File: config.mk
export PLATFORM = sky130hd
export DESIGN_NAME = lsu_axi_ld_engine_flat
export DESIGN_NICKNAME = d
export VERILOG_FILES = /design/src/rtl/lsu_axi_ld_engine_pkg.sv /design/src/rtl/lsu_axi_ld_engine_if.sv /design/src/rtl/lsu_axi_ld_engine_row_pack.sv /design/src/rtl/lsu_axi_ld_engine.sv /design/src/flat_wrapper.sv
export SDC_FILE = /design/constraint.sdc
export NUM_CORES = 1
export LEC_CHECK = 0
export ABC_CLOCK_PERIOD_IN_PS = 4300
export CAP_MARGIN = 20
export CORE_UTILIZATION = 50
export DETAILED_ROUTE_END_ITERATION = 12
export MAX_ROUTING_LAYER = met4
export PLACE_DENSITY = 0.8
export SYNTH_ARGS = -nofsm -noshare
export SYNTH_HDL_FRONTEND = slang
export SYNTH_SLANG_ARGS = --single-unit
File: constraint.sdc
create_clock -name clk -period 4.3 [get_ports clk]
set_input_delay 1.29 -clock clk [delete_from_list [all_inputs] [get_ports clk]]
set_output_delay 1.29 -clock clk [all_outputs]
set_load 0.02 [all_outputs]
File: src/rtl/lsu_axi_ld_engine_pkg.sv
// Shared AXI constants and enums for the LSU load engine.
package lsu_pkg;

  localparam logic [1:0] AXI_BURST_INCR = 2'b01;
  localparam logic [1:0] AXI_RESP_OKAY  = 2'b00;

  typedef enum logic [1:0] {
    IDLE = 2'd0,
    RUN  = 2'd1,
    DONE = 2'd2
  } lsu_ld_state_e;

  typedef enum logic {
    IRAM = 1'b0,
    WRAM = 1'b1
  } lsu_tgt_e;

endpackage

File: src/rtl/lsu_axi_ld_engine_if.sv
// AXI read-address and read-data channels between the load engine (master) and the fabric (slave).
interface lsu_axi_ld_engine_if #(
  parameter int unsigned ID_W   = 8,
  parameter int unsigned ADDR_W = 10,
  parameter int unsigned AXI_DW = 64
);
  logic [ID_W-1:0]   lsu_axi_arid;
  logic [ADDR_W-1:0] lsu_axi_araddr;
  logic [7:0]        lsu_axi_arlen;
  logic [2:0]        lsu_axi_arsize;
  logic [1:0]        lsu_axi_arburst;
  logic              lsu_axi_arvld;
  logic              axi_lsu_arrdy;
  logic [ID_W-1:0]   axi_lsu_rid;
  logic [AXI_DW-1:0] axi_lsu_rdata;
  logic [1:0]        axi_lsu_rresp;
  logic              axi_lsu_rlast;
  logic              axi_lsu_rvld;
  logic              lsu_axi_rrdy;

  modport master (
    output lsu_axi_arid, lsu_axi_araddr, lsu_axi_arlen, lsu_axi_arsize,
           lsu_axi_arburst, lsu_axi_arvld, lsu_axi_rrdy,
    input  axi_lsu_arrdy, axi_lsu_rid, axi_lsu_rdata, axi_lsu_rresp,
           axi_lsu_rlast, axi_lsu_rvld
  );

  modport slave (
    input  lsu_axi_arid, lsu_axi_araddr, lsu_axi_arlen, lsu_axi_arsize,
           lsu_axi_arburst, lsu_axi_arvld, lsu_axi_rrdy,
    output axi_lsu_arrdy, axi_lsu_rid, axi_lsu_rdata, axi_lsu_rresp,
           axi_lsu_rlast, axi_lsu_rvld
  );
endinterface

File: src/rtl/lsu_axi_ld_engine_row_pack.sv
// Packs R beats into a row, counts beats and flags rlast mismatches.
// Optional LSU_LD_RRESP_CHK_EN: non-OKAY beats are zeroed and flagged as errors.
module lsu_ld_row_pack
  import lsu_pkg::*;
#(
  parameter int unsigned AXI_DW = 64,
  parameter int unsigned ROW_W  = 128
) (
  input  logic              clk,
  input  logic              rst_n,
  input  logic              clr_i,
  input  logic              beat_vld_i,
  input  logic [AXI_DW-1:0] rdata_i,
  input  logic [1:0]        rresp_i,
  input  logic              rlast_i,
  output logic [ROW_W-1:0]  row_o,
  output logic              err_o
);

  localparam int unsigned BPR   = ROW_W / AXI_DW;
  localparam int unsigned CNT_W = $clog2(BPR + 1);

  logic [CNT_W-1:0]  cnt_q, cnt_d;
  logic [ROW_W-1:0]  buf_q, buf_d;
  logic [AXI_DW-1:0] beat;
  logic              resp_err;
  logic              mism;

`ifdef LSU_LD_RRESP_CHK_EN
  always_comb begin
    beat     = (rresp_i != AXI_RESP_OKAY) ? '0 : rdata_i;
    resp_err = beat_vld_i && (rresp_i != AXI_RESP_OKAY);
  end
`else
  logic unused_rresp;
  assign unused_rresp = ^rresp_i;
  always_comb begin
    beat     = rdata_i;
    resp_err = 1'b0;
  end
`endif

  // The counter saturates at BPR so surplus beats of an overlong burst are dropped, not wrapped.
  always_comb begin
    row_o = buf_q;
    for (int unsigned k = 0; k < BPR; k++) begin
      if (cnt_q == CNT_W'(k)) row_o[k*AXI_DW +: AXI_DW] = beat;
    end
    mism  = beat_vld_i && (rlast_i != (cnt_q == CNT_W'(BPR - 1)));
    err_o = mism | resp_err;

    cnt_d = cnt_q;
    buf_d = buf_q;
    if (clr_i) begin
      cnt_d = '0;
      buf_d = '0;
    end else if (beat_vld_i) begin
      if (rlast_i) begin
        cnt_d = '0;
        buf_d = '0;
      end else begin
        buf_d = row_o;
        if (cnt_q != CNT_W'(BPR)) cnt_d = cnt_q + CNT_W'(1);
      end
    end
  end

  always_ff @(posedge clk or negedge rst_n) begin
    if (!rst_n) begin
      cnt_q <= '0;
      buf_q <= '0;
    end else begin
      cnt_q <= cnt_d;
      buf_q <= buf_d;
    end
  end

endmodule

File: src/rtl/lsu_axi_ld_engine.sv
// LSU load engine: one INCR read burst per row, packed rows written to IRAM/WRAM with one-hot strobes.
// Optional LSU_LD_RRESP_CHK_EN enables rresp error checking in the row packer.
module lsu_axi_ld_engine
  import lsu_pkg::*;
#(
  parameter int unsigned AXI_DW  = 64,
  parameter int unsigned ROW_W   = 128,
  parameter int unsigned ROWS    = 16,
  parameter int unsigned ADDR_W  = 10,
  parameter int unsigned ID_W    = 8,
  parameter int unsigned MAX_OST = 4
) (
  input  logic                     clk,
  input  logic                     rst_n,
  input  logic                     cmd_vld,
  output logic                     cmd_rdy,
  input  logic                     cmd_tgt,
  input  logic [ADDR_W-1:0]        cmd_addr,
  input  logic [7:0]               cmd_num,
  input  logic [$clog2(ROWS)-1:0]  cmd_row0,
  lsu_axi_ld_engine_if.master      axi,
  output logic [ROWS-1:0]          lsu_mxu_iram_vld,
  output logic [ROWS-1:0]          lsu_mxu_wram_vld,
  output logic [ROW_W-1:0]         lsu_mxu_iram_pld,
  output logic [ROW_W-1:0]         lsu_mxu_wram_pld,
  output logic                     ld_done,
  output logic                     ld_err
);

  localparam int unsigned BPR   = ROW_W / AXI_DW;
  localparam int unsigned ROW_B = ROW_W / 8;
  localparam int unsigned RW    = $clog2(ROWS);

  lsu_ld_state_e     state_q, state_d;
  lsu_tgt_e          tgt_q, tgt_d;
  logic [ADDR_W-1:0] addr_q, addr_d;
  logic [7:0]        num_q, num_d;
  logic [7:0]        issued_q, issued_d;
  logic [7:0]        rows_q, rows_d;
  logic [RW-1:0]     row_q, row_d;
  logic [3:0]        ost_q, ost_d;
  logic              err_q, err_d;
  logic              done_q, done_d;
  logic [ROWS-1:0]   iram_vld_q, iram_vld_d, wram_vld_q, wram_vld_d;
  logic [ROW_W-1:0]  iram_pld_q, iram_pld_d, wram_pld_q, wram_pld_d;

  logic             cmd_acc, ar_vld, ar_hs, r_rdy, r_hs, rl_hs, last_row;
  logic [ROW_W-1:0] row_nxt;
  logic             pk_err;
  logic             unused_rid;

  assign cmd_acc  = cmd_vld && (state_q == IDLE);
  assign ar_vld   = (state_q == RUN) && (issued_q < num_q) && (ost_q < 4'(MAX_OST));
  assign ar_hs    = ar_vld && axi.axi_lsu_arrdy;
  assign r_rdy    = (state_q == RUN);
  assign r_hs     = r_rdy && axi.axi_lsu_rvld;
  assign rl_hs    = r_hs && axi.axi_lsu_rlast;
  assign last_row = rl_hs && (rows_q == num_q - 8'd1);

  // AR payload derives only from registers that cannot change while arvld waits for arrdy.
  assign axi.lsu_axi_arid    = '0;
  assign axi.lsu_axi_araddr  = addr_q + ADDR_W'(issued_q) * ADDR_W'(ROW_B);
  assign axi.lsu_axi_arlen   = 8'(BPR - 1);
  assign axi.lsu_axi_arsize  = 3'($clog2(AXI_DW / 8));
  assign axi.lsu_axi_arburst = AXI_BURST_INCR;
  assign axi.lsu_axi_arvld   = ar_vld;
  assign axi.lsu_axi_rrdy    = r_rdy;
  assign unused_rid          = ^axi.axi_lsu_rid;

  assign cmd_rdy          = (state_q == IDLE);
  assign lsu_mxu_iram_vld = iram_vld_q;
  assign lsu_mxu_wram_vld = wram_vld_q;
  assign lsu_mxu_iram_pld = iram_pld_q;
  assign lsu_mxu_wram_pld = wram_pld_q;
  assign ld_done          = done_q;
  assign ld_err           = err_q;

  lsu_ld_row_pack #(
    .AXI_DW(AXI_DW),
    .ROW_W (ROW_W)
  ) u_row_pack (
    .clk       (clk),
    .rst_n     (rst_n),
    .clr_i     (cmd_acc),
    .beat_vld_i(r_hs),
    .rdata_i   (axi.axi_lsu_rdata),
    .rresp_i   (axi.axi_lsu_rresp),
    .rlast_i   (axi.axi_lsu_rlast),
    .row_o     (row_nxt),
    .err_o     (pk_err)
  );

  always_comb begin
    state_d = state_q;
    case (state_q)
      IDLE:    if (cmd_acc) state_d = (cmd_num == 8'd0) ? DONE : RUN;
      RUN:     if (last_row) state_d = DONE;
      DONE:    state_d = IDLE;
      default: state_d = IDLE;
    endcase
  end

  always_comb begin
    tgt_d      = tgt_q;
    addr_d     = addr_q;
    num_d      = num_q;
    issued_d   = issued_q;
    rows_d     = rows_q;
    row_d      = row_q;
    ost_d      = ost_q;
    err_d      = err_q;
    iram_pld_d = iram_pld_q;
    wram_pld_d = wram_pld_q;
    iram_vld_d = '0;
    wram_vld_d = '0;
    done_d     = last_row || ((state_q == DONE) && (num_q == 8'd0));

    if (cmd_acc) begin
      tgt_d    = lsu_tgt_e'(cmd_tgt);
      addr_d   = cmd_addr;
      num_d    = cmd_num;
      issued_d = '0;
      rows_d   = '0;
      row_d    = cmd_row0;
      ost_d    = '0;
      err_d    = 1'b0;
    end else begin
      if (ar_hs) issued_d = issued_q + 8'd1;
      if (ar_hs && !rl_hs) ost_d = ost_q + 4'd1;
      else if (!ar_hs && rl_hs) ost_d = ost_q - 4'd1;
      if (r_hs && pk_err) err_d = 1'b1;
      if (rl_hs) begin
        rows_d = rows_q + 8'd1;
        row_d  = row_q + RW'(1);
        if (tgt_q == IRAM) begin
          iram_vld_d = ROWS'(1) << row_q;
          iram_pld_d = row_nxt;
        end else begin
          wram_vld_d = ROWS'(1) << row_q;
          wram_pld_d = row_nxt;
        end
      end
    end
  end

  always_ff @(posedge clk or negedge rst_n) begin
    if (!rst_n) begin
      state_q    <= IDLE;
      tgt_q      <= IRAM;
      addr_q     <= '0;
      num_q      <= '0;
      issued_q   <= '0;
      rows_q     <= '0;
      row_q      <= '0;
      ost_q      <= '0;
      err_q      <= 1'b0;
      done_q     <= 1'b0;
      iram_vld_q <= '0;
      wram_vld_q <= '0;
      iram_pld_q <= '0;
      wram_pld_q <= '0;
    end else begin
      state_q    <= state_d;
      tgt_q      <= tgt_d;
      addr_q     <= addr_d;
      num_q      <= num_d;
      issued_q   <= issued_d;
      rows_q     <= rows_d;
      row_q      <= row_d;
      ost_q      <= ost_d;
      err_q      <= err_d;
      done_q     <= done_d;
      iram_vld_q <= iram_vld_d;
      wram_vld_q <= wram_vld_d;
      iram_pld_q <= iram_pld_d;
      wram_pld_q <= wram_pld_d;
    end
  end

endmodule
File: src/flat_wrapper.sv
// flat-port wrapper written by rule: the top's interface ports become plain ports
module lsu_axi_ld_engine_flat import lsu_pkg::*;
#(
  parameter int unsigned AXI_DW  = 64,
  parameter int unsigned ROW_W   = 128,
  parameter int unsigned ROWS    = 16,
  parameter int unsigned ADDR_W  = 10,
  parameter int unsigned ID_W    = 8,
  parameter int unsigned MAX_OST = 4
)
  (clk, rst_n, cmd_vld, cmd_rdy, cmd_tgt, cmd_addr, cmd_num, cmd_row0, lsu_mxu_iram_vld, lsu_mxu_wram_vld, lsu_mxu_iram_pld, lsu_mxu_wram_pld, ld_done, ld_err, axi_lsu_axi_arid, axi_lsu_axi_araddr, axi_lsu_axi_arlen, axi_lsu_axi_arsize, axi_lsu_axi_arburst, axi_lsu_axi_arvld, axi_lsu_axi_rrdy, axi_axi_lsu_arrdy, axi_axi_lsu_rid, axi_axi_lsu_rdata, axi_axi_lsu_rresp, axi_axi_lsu_rlast, axi_axi_lsu_rvld);
  lsu_axi_ld_engine_if #(.ID_W(ID_W), .ADDR_W(ADDR_W), .AXI_DW(AXI_DW)) axi_i ();
  input  logic clk;
  input  logic rst_n;
  input  logic cmd_vld;
  output logic cmd_rdy;
  input  logic cmd_tgt;
  input  logic [ADDR_W-1:0] cmd_addr;
  input  logic [7:0] cmd_num;
  input  logic [$clog2(ROWS)-1:0] cmd_row0;
  output logic [ROWS-1:0] lsu_mxu_iram_vld;
  output logic [ROWS-1:0] lsu_mxu_wram_vld;
  output logic [ROW_W-1:0] lsu_mxu_iram_pld;
  output logic [ROW_W-1:0] lsu_mxu_wram_pld;
  output logic ld_done;
  output logic ld_err;
  output wire logic [$bits(axi_i.lsu_axi_arid)-1:0] axi_lsu_axi_arid;
  output wire logic [$bits(axi_i.lsu_axi_araddr)-1:0] axi_lsu_axi_araddr;
  output wire logic [$bits(axi_i.lsu_axi_arlen)-1:0] axi_lsu_axi_arlen;
  output wire logic [$bits(axi_i.lsu_axi_arsize)-1:0] axi_lsu_axi_arsize;
  output wire logic [$bits(axi_i.lsu_axi_arburst)-1:0] axi_lsu_axi_arburst;
  output wire logic [$bits(axi_i.lsu_axi_arvld)-1:0] axi_lsu_axi_arvld;
  output wire logic [$bits(axi_i.lsu_axi_rrdy)-1:0] axi_lsu_axi_rrdy;
  input wire logic [$bits(axi_i.axi_lsu_arrdy)-1:0] axi_axi_lsu_arrdy;
  input wire logic [$bits(axi_i.axi_lsu_rid)-1:0] axi_axi_lsu_rid;
  input wire logic [$bits(axi_i.axi_lsu_rdata)-1:0] axi_axi_lsu_rdata;
  input wire logic [$bits(axi_i.axi_lsu_rresp)-1:0] axi_axi_lsu_rresp;
  input wire logic [$bits(axi_i.axi_lsu_rlast)-1:0] axi_axi_lsu_rlast;
  input wire logic [$bits(axi_i.axi_lsu_rvld)-1:0] axi_axi_lsu_rvld;
  assign axi_lsu_axi_arid = axi_i.lsu_axi_arid;
  assign axi_lsu_axi_araddr = axi_i.lsu_axi_araddr;
  assign axi_lsu_axi_arlen = axi_i.lsu_axi_arlen;
  assign axi_lsu_axi_arsize = axi_i.lsu_axi_arsize;
  assign axi_lsu_axi_arburst = axi_i.lsu_axi_arburst;
  assign axi_lsu_axi_arvld = axi_i.lsu_axi_arvld;
  assign axi_lsu_axi_rrdy = axi_i.lsu_axi_rrdy;
  assign axi_i.axi_lsu_arrdy = axi_axi_lsu_arrdy;
  assign axi_i.axi_lsu_rid = axi_axi_lsu_rid;
  assign axi_i.axi_lsu_rdata = axi_axi_lsu_rdata;
  assign axi_i.axi_lsu_rresp = axi_axi_lsu_rresp;
  assign axi_i.axi_lsu_rlast = axi_axi_lsu_rlast;
  assign axi_i.axi_lsu_rvld = axi_axi_lsu_rvld;
  lsu_axi_ld_engine #(.AXI_DW(AXI_DW), .ROW_W(ROW_W), .ROWS(ROWS), .ADDR_W(ADDR_W), .ID_W(ID_W), .MAX_OST(MAX_OST)) u_core (.clk(clk), .rst_n(rst_n), .cmd_vld(cmd_vld), .cmd_rdy(cmd_rdy), .cmd_tgt(cmd_tgt), .cmd_addr(cmd_addr), .cmd_num(cmd_num), .cmd_row0(cmd_row0), .axi(axi_i), .lsu_mxu_iram_vld(lsu_mxu_iram_vld), .lsu_mxu_wram_vld(lsu_mxu_wram_vld), .lsu_mxu_iram_pld(lsu_mxu_iram_pld), .lsu_mxu_wram_pld(lsu_mxu_wram_pld), .ld_done(ld_done), .ld_err(ld_err));
endmodule
After elaboration in Yosys (flattened, before gate mapping)
Cells that the tools add are included.
{"block": "classes", "n_addsub": 8, "multipliers": 0, "n_div": 0, "magnitude_cmp": 2, "eq_ne": 8, "shift": 1, "mux": 30, "n_bitwise": 2, "reduce_logical": 29}
{"cell": "two-way mux 128 bit", "count": 3}
{"cell": "two-way mux 64 bit", "count": 2}
{"cell": "two-way mux 16 bit", "count": 6}
{"cell": "two-way mux 8 bit", "count": 4}
{"cell": "two-way mux 4 bit", "count": 5}
{"cell": "adder 8 x 1 -> 8 bit (second input constant)", "count": 2}
{"cell": "logical NOT 8 bit", "count": 2}
{"cell": "left shift 1 x 4 -> 16 bit (first input constant)", "count": 1}
{"cell": "two-way mux 2 bit", "count": 7}
{"cell": "logical AND 1 bit", "count": 12}
{"cell": "adder 10 bit", "count": 1}
{"cell": "adder 4 x 1 -> 4 bit (second input constant)", "count": 2}
{"cell": "== test 8 bit", "count": 1}
{"cell": "< comparator 8 bit", "count": 1}
{"cell": "nonzero test 2 bit", "count": 4}
{"cell": "subtractor 8 x 1 -> 8 bit (second input constant)", "count": 1}
{"cell": "AND reduction 3 bit", "count": 2}
{"cell": "nonzero test 3 bit", "count": 2}
{"cell": "== test 2 x 1 -> 1 bit (second input constant)", "count": 2}
{"cell": "logical NOT 2 bit", "count": 2}
{"cell": "< comparator 4 x 3 -> 1 bit (second input constant)", "count": 1}
{"cell": "!= test 2 bit (second input constant)", "count": 2}
{"cell": "case mux 2 bit (2 select lines)", "count": 1}
{"cell": "AND reduction 2 bit", "count": 2}
{"cell": "9 further kinds", "count": 12}
{"block": "totals", "ff_bits": 465, "latch_bits": 0, "mem_bits_rw": 0, "romBits": 0, "input_bits": 103, "output_inout_bits": 324, "wordCells": 96, "mem_count": 0}

Longest topological paths before layout
Gate-level depths: netlist of the first run.
{"block": "logic_depth", "word_depth": 9, "mapped_depth": 15, "depth_no_buf": 14}

Modules after synthesis
Synthesis of the first run repeated with hierarchy kept, for this count alone.
{"block": "unflattened", "hier_cells": 2099, "hier_area_um2": 21055.2}
{"mod": "lsu_axi_ld_engine", "instances": 1, "cells_each": 1509, "area_per_inst_um2": 13685.6, "seq_area_each_um2": 8383.0}
{"mod": "lsu_ld_row_pack", "instances": 1, "cells_each": 590, "area_per_inst_um2": 7369.6, "seq_area_each_um2": 3253.1}

Worst setup path before layout of the first run
OpenSTA, ideal clock, no wires.
{"block": "synth_timing", "kind": "input port to flip-flop", "from": "input axi_axi_lsu_arrdy", "to": "register u_core.ost_q[3]", "setup_time_ns": 0.078, "arrival_time_ns": 3.136, "required_time_ns": 4.222, "path_slack_ns": 1.086, "cell_stages": 11, "n_path_buf": 1, "cell_sequence": "nand4_1 > clkbuf_1 > nor2_1 > ha_1 > inv_1 > ha_1 > a21o_1 > a21oi_1 > xnor2_1 > or3_1 > a21oi_1"}
{"block": "synth_between", "elab_chain_len": 4, "word_cells_on_any_way": 7, "classes_between": "2 x mux; 5 x reduce/logical"}
{"item": "from (decl)", "line_no": "flat_wrapper.sv:34", "text": "input wire logic [$bits(axi_i.axi_lsu_arrdy)-1:0] axi_axi_lsu_arrdy;"}
{"item": "logical AND 1 bit (*)", "line_no": "lsu_axi_ld_engine.sv:54", "text": "assign ar_hs = ar_vld && axi.axi_lsu_arrdy;"}
{"item": "logical AND 1 bit / logical NOT 1 bit (equally long branches)", "line_no": "lsu_axi_ld_engine.sv:129, lsu_axi_ld_engine.sv:130"}
{"item": "two-way mux 4 bit / logical AND 1 bit (equally long branches)", "line_no": "lsu_axi_ld_engine.sv:129, lsu_axi_ld_engine.sv:130"}
{"item": "two-way mux 4 bit / nonzero test 3 bit (equally long branches)"}
{"item": "to (signal assigned)", "line_no": "lsu_axi_ld_engine.sv:170", "text": "ost_q <= ost_d;"}
{"item": "to (decl)", "line_no": "lsu_axi_ld_engine.sv:41", "text": "logic [3:0] ost_q, ost_d;"}
Mark *: on every way between the ends. The rest lies on a longest branch, timed or not.
A chain may end at the register's enable or synchronous reset.

Worst setup path in the final report of the first run
{"block": "layout_timing", "from": "register u_core.issued_q[1]", "to": "output axi_lsu_axi_arvld"}
{"block": "layout_between", "elab_chain_len": 3}
{"item": "from (decl)", "line_no": "lsu_axi_ld_engine.sv:38", "text": "logic [7:0] issued_q, issued_d;"}
{"item": "from (signal assigned)", "line_no": "lsu_axi_ld_engine.sv:167", "text": "issued_q <= issued_d;"}
{"item": "< comparator 8 bit", "line_no": "lsu_axi_ld_engine.sv:53", "text": "assign ar_vld = (state_q == RUN) && (issued_q < num_q) && (ost_q < 4'(MAX_OST));"}
{"item": "logical AND 1 bit (2 in series)", "line_no": "lsu_axi_ld_engine.sv:53"}
{"item": "to (decl)", "line_no": "flat_wrapper.sv:32", "text": "output wire logic [$bits(axi_i.lsu_axi_arvld)-1:0] axi_lsu_axi_arvld;"}
Every way passes these cells.

==> qor.yml, run 1 <==
finalNetCount: 2192
synth_top_area_share_pct: 61.7
postCtsHoldBufs: 0
ir_drop_mv: 0.493
synth.avg_cell_area_um2: 11.1
grt_pass1_wl_mm: 82.2
n_fill_cell: 2645
grt_max_degree: 135
fin_tns_setup_ns: 0
ys.flop_type: "dfrtp_1"
yosysTopAreaCell: "dfrtp_1"
cts_sinks: 465
start_util_pct: 51.2
die_x_um: 196
r2r-start: "u_core.issued_q[1]$_DFFE_PN0P_"
outcome: "finished clean"
numCtsBuffers: 47
clock_latency_ns: 0.57
yosysWarnings: 0
syn_inst: 1693
seqCellArea_mm2: 0.0116
syn_to_final_growth_pct: 32.6
tightest_slew_ns: 0.916
hpwl_mm: 34.0
synth_seq_cells: 465
path_cells: "ha_1 > o211a_1 > o31ai_1 > a31oi_1 > buf_4 > and4b_1 > clkdlybuf4s50_1"
cts_setup_buffers: 0
timing.final.crit_share_pct: 96.6
detail-route-antenna-nets: 0
wl_mm: 51.9
max_freq_ghz: 0.241
drt_iter0_markers: 1032
max_slew_margin_pct: 38.7
syn_area_mm2: 0.0189
min_from: "u_core.lsu_mxu_wram_pld[65]$_DFFE_PN0P_"
cts-root-buf: "clkbuf_16"
setup_slack_ns: 0.147
vias_per_cell: 5.56
htreeDepth: 2
crit_path_top_delay_cell: "clkdlybuf4s50_1"
antenna_found_initial: 0
final_area_mm2: 0.0250
io_buffers: 395
utilization_pct: 67.9
critPathMaxStageDelay_ns: 0.61
critPathMaxFanout: 16
hold_viol: 0
wl_per_cell_um: 20.0
ys_types: 47
critPathLaunchType: "flip-flop"
crit_start: "u_core.issued_q[1]$_DFFE_PN0P_"
synthArstFlopShare_pct: 100
antenna-diode-count: 0
cp_data_required_time_ns: 3.01
ys_top_cells_by_area: "dfrtp_1 62%, mux2i_1 6.9%, o21ai_0 6.5%"
die_height_um: 196
num_rows: 70
num_vias: 14500
endpoint_kind: "output pin"
clk_pin_slew_worst_paths_ns: 0.06
min_path_type: "reg2reg"
worst-setup-path-type: "reg2out"
drc_errors: 0
drive_above_1_share_pct: 6.49
dpl_cell_area_mm2: 0.0234
cts_resized: 0
p_leak_nw: 11.5
skew_ns: 0.0138
overflow: 0
min_period_ns: 4.15
clockBufferDepth: 3
multi_input_area_mm2: 0.00662
setup_viol: 0
rsz0062_at_grt: "false"
crit_arrival_ns: 2.86
ioPinCount: 427
die-area_mm2: 0.0385
synth-edff-count: 0
slew_viol_final: 0
p_per_area_mw_per_mm2: 782
p_total_mw: 19.6
ys_seq_area_share_pct: 61.7
gp_congestion: 0.844
drv_cap: 0
first_pass_iters: 5
pre_cts_ws_ns: 0.537
grt_pass1_vias: 15200
track_usage_pct: 28.0
cts_tree: "done"
core_mm2: 0.0369
## per-stage QoR
step                hold slack, ns  cells
floorplan                    0.447   1712
global placement             0.460   2514
global route                 0.498   2601
detailed placement           0.466   2514
finish                       0.477   2601
CTS                          0.483   2601
## sequential cells by signal (all words and copies together) (netlist names), 2 cells and up
signal and cells:
u_core.num_q 8, u_core.ost_q 4, u_core.state_q 2, u_core.addr_q 10, u_core.lsu_mxu_wram_vld 16, u_core.row_q 4
u_core.rows_q 8, u_core.lsu_mxu_iram_vld 16, u_core.u_row_pack.cnt_q 2, u_core.issued_q 8, u_core.u_row_pack.buf_q 128, u_core.lsu_mxu_wram_pld 128
u_core.lsu_mxu_iram_pld 128
## power breakdown
part | internal, mW | switching, mW | leakage, nW
combinational | 3.66 | 4.71 | 4.57
clock | 2.50 | 1.71 | 0.806
sequential | 5.95 | 1.03 | 6.14
## critical path, delay by kind of cell (launching register included)
family	cells	cell delay, ns
buf+inv	2	0.80
flops	1	0.49
compound gates	3	0.37
fa+ha+maj	1	0.34
simple gates	1	0.28
## area by class of cell
type                       instances  share of cell area (%)
clock buffer                      70                    5.78
clock inverter                    17                   0.650
inverter                          25                   0.385
multi-input combinational       1084                    26.5
sequential                       465                    46.5
tap                              504                    2.52
timing repair buffer             436                    17.7
## synthesized netlist by cell type, drive strengths merged (13+ instances only)
| library cell | number |
|---|---|
| a21oi | 17 |
| a22o | 129 |
| buf | 56 |
| clkbuf | 82 |
| dfrtp | 465 |
| ha | 28 |
| inv | 25 |
| mux2i | 130 |
| nand2 | 322 |
| nor2 | 50 |
| o21ai | 273 |
| xnor2 | 16 |
| xor2 | 13 |
## layout by cell type, fill, tap and decap left out, types with 16 or more instances in the layout
cell type / instances
mux2i_1: 130
nor2_1: 50
nand2_1: 322
buf_4: 28
ha_1: 26
clkbuf_16: 49
o21ai_0: 245
inv_1: 24
o21ai_1: 26
a22o_1: 129
a21oi_1: 17
conb_1: 21
dfrtp_1: 465
clkdlybuf4s50_1: 394
xnor2_1: 16
## final timing paths
check                                                     endpoint  slack, ns  depth (start not counted)
setup / recovery                                 axi_lsu_axi_arvld       0.15                          7
hold / removal             u_core.lsu_mxu_wram_pld[65]$_DFFE_PN0P_       0.48                          2
setup reg to reg                       u_core.ost_q[3]$_DFFE_PN0P_       1.11                         14
hold reg to reg            u_core.lsu_mxu_wram_pld[65]$_DFFE_PN0P_       0.48                          2
max in group asynchronous  u_core.lsu_mxu_iram_pld[32]$_DFFE_PN0P_       2.51                          3
min in group asynchronous           u_core.issued_q[3]$_DFFE_PN0P_       0.76                          1
## per-layer routing
layer / global-route usage (%) / vias up / share of wire, %
met4: 11.9 / 0 / 3.5
li1: - / 6539 / -
met5: - / - / 0
met2: 44.5 / 554 / 49
met3: 5.60 / 123 / 6.6
met1: 35.0 / 7255 / 41
## cells by family after synthesis
logic type                 synth area share [%]
DFF                                        61.7
AOI/OAI and AO/OA                          14.6
and+or+nand+nor                            9.38
buffers and inverters                      3.97
muxes                                      6.90
adders and majority gates                  2.07
xor gates and xnor gates                   1.35
other                                    0.0398
Power figures use the tool's default switching activity.
==> inputs of run 2 (changes only) <==
- CORE_MARGIN: not set -> 4
==> run 2 against run 1 <==
  * Sequential cell count is the same
  * Count of clock-buffer cells in the layout grew 4
  * Routed wire length grew 1.2%
  * Global-route usage shrank 1.7 points
  * Via count shrank 0.50%
  * Fmax grew 0.77%
  * Clock skew grew 0.0094 ns
  * Critical path type unchanged
  * Critical endpoint is now axi_lsu_axi_araddr[8]
  * Highest routed layer unchanged
==> qor.yml, run 2 (same netlist as run 1, synthesis figures left out) <==
final_common_cell: "dfrtp_1"
crit_arrival_ns: 2.83  # -0.03 ns
worst-setup-path-type: "reg2out"
drc_errors: 0  # unchanged
timing.final.crit_share_pct: 95.9  # -0.74 points
clock_latency_ns: 0.57  # about the same
cts_resized: 0  # unchanged
cp_data_required_time_ns: 3.01  # about the same
critPathLaunchType: "flip-flop"
utilization_pct: 67.9  # about the same
cts_setup_buffers: 0  # unchanged
n_fill_cell: 2716  # +2.7%
gp_congestion: 0.899  # +6.5%
outcome: "finished clean"
endpoint_kind: "output pin"
min_path_type: "reg2reg"
setup_viol: 0  # unchanged
cts_sinks: 465  # unchanged
numCtsBuffers: 49  # +4.3%
overflow: 0  # unchanged
multi_input_area_mm2: 0.00662  # unchanged
ir_drop_mv: 0.566  # +15%
core_mm2: 0.0370  # +0.24%
vias_per_cell: 5.53  # -0.58%
htreeDepth: 2  # unchanged
p_per_area_mw_per_mm2: 787  # +0.62%
antenna_found_initial: 6  # +6
min_period_ns: 4.12  # -0.0317 ns
max_freq_ghz: 0.243  # +0.77%
grt_pass1_vias: 15400  # +1.5%
ioPinCount: 427  # unchanged
fin_tns_setup_ns: 0  # unchanged
rrSetupSlack_ns: 0.94  # -0.17 ns
cts_tree: "done"
dpl_cell_area_mm2: 0.0234  # -0.11%
postCtsHoldBufs: 0  # unchanged
seqCellArea_mm2: 0.0116  # unchanged
drv_cap: 0  # unchanged
grt_pass1_wl_mm: 84.4  # +2.6%
syn_to_final_growth_pct: 33.0
first_pass_iters: 6  # +1
io_buffers: 395  # unchanged
tightest_slew_ns: 0.929  # +0.0130 ns
hold_viol: 0  # unchanged
die_height_um: 202  # +3.1%
skew_ns: 0.0232  # +0.00944 ns
detail-route-antenna-nets: 0  # unchanged
rsz0062_at_grt: "false"
drive_above_1_share_pct: 6.26  # -0.23 points
hpwl_mm: 35.0  # +3.0%
clockBufferDepth: 3  # unchanged
die-area_mm2: 0.0409  # +6.2%
wl_per_cell_um: 20.2  # +1.1%
wl_mm: 52.5  # +1.2%
final_area_mm2: 0.0251  # +0.29%
start_util_pct: 51.0  # -0.12 points
num_rows: 70  # unchanged
critPathMaxFanout: 8  # -8
grt_max_degree: 110  # -19%
p_leak_nw: 11.5  # +0.12%
cts-root-buf: "clkbuf_16"
final_cell_mix: "465 x dfrtp_1, 394 x clkdlybuf4s50_1, 322 x nand2_1, 245 x o21ai_0, 130 x mux2i_1"
die_x_um: 202  # +3.1%
drt_iter0_markers: 954  # -7.6%
num_vias: 14400  # -0.50%
finalNetCount: 2189  # -0.14%
track_usage_pct: 26.3  # -1.7 points
max_slew_margin_pct: 38.0  # -0.64 points
clk_pin_slew_worst_paths_ns: 0.05  # about the same
slew_viol_final: 0  # unchanged
[run 2: cell count changes in the layout (fill, tap and decap cells not counted), sizes merged, moves of 2 or more]
cell | before | now
diode | 0 | 6
buf | 42 | 37
clkinv | 13 | 8
clkbuf | 70 | 74
inv | 25 | 27
[run 2: power breakdown]
part           internal, mW  switching, mW  total (mW)
logic                  3.68           4.71        8.39
clock network          2.66           1.69        4.34
registers              5.95           1.06        7.01
[run 2: area by class of cell]
class,count,share of cell area [%]
Antenna cell,6,0.0598
Clock buffer,74,6.03
Clock inverter,14,0.708
Inverter,25,0.384
Multi-Input combinational cell,1084,26.4
Sequential cell,465,46.4
Tap cell,504,2.51
Timing Repair Buffer,431,17.6
[run 2: worst paths after layout]
check                                                           to                            from  cells after the start
setup / recovery                             axi_lsu_axi_araddr[8]  u_core.issued_q[0]$_DFFE_PN0P_                      8
hold / removal                        u_core.addr_q[2]$_DFFE_PN0P_    u_core.addr_q[2]$_DFFE_PN0P_                      2
setup reg to reg                       u_core.ost_q[3]$_DFFE_PN0P_  u_core.issued_q[1]$_DFFE_PN0P_                     14
hold reg to reg                       u_core.addr_q[2]$_DFFE_PN0P_    u_core.addr_q[2]$_DFFE_PN0P_                      2
max in group asynchronous  u_core.lsu_mxu_iram_pld[96]$_DFFE_PN0P_                           rst_n                      2
min in group asynchronous             u_core.addr_q[5]$_DFFE_PN0P_                           rst_n                      1
[run 2: metrics by stage]
step / instances / setup WS, ns / hold WS (ns) / power, mW
floorplan: 1712 / 1.09 / 0.447 / 11.5
global placement: 2509 / 0.464 / 0.460 / 15.1
detailed placement: 2509 / 0.432 / 0.469 / 15.4
CTS: 2597 / 0.124 / 0.482 / 19.9
global route: 2603 / 0.0567 / 0.500 / 20.8
finish: 2603 / 0.178 / 0.479 / 19.7
[run 2: per-layer routing]
metal	global-route usage, %	wire (um)
met1	32.2	21300
met2	42.9	26000
met3	5.60	3490
met4	10.6	1780
met5	-	0
[run 2: critical path, cell delays in order, from the launching register on]
cell             delay (ns)
dfrtp_1                0.48
ha_1                   0.25
inv_1                  0.07
fa_1                   0.46
inv_1                  0.07
a21o_1                 0.11
a21oi_1                0.07
xnor2_1                0.13
clkdlybuf4s50_1        0.62
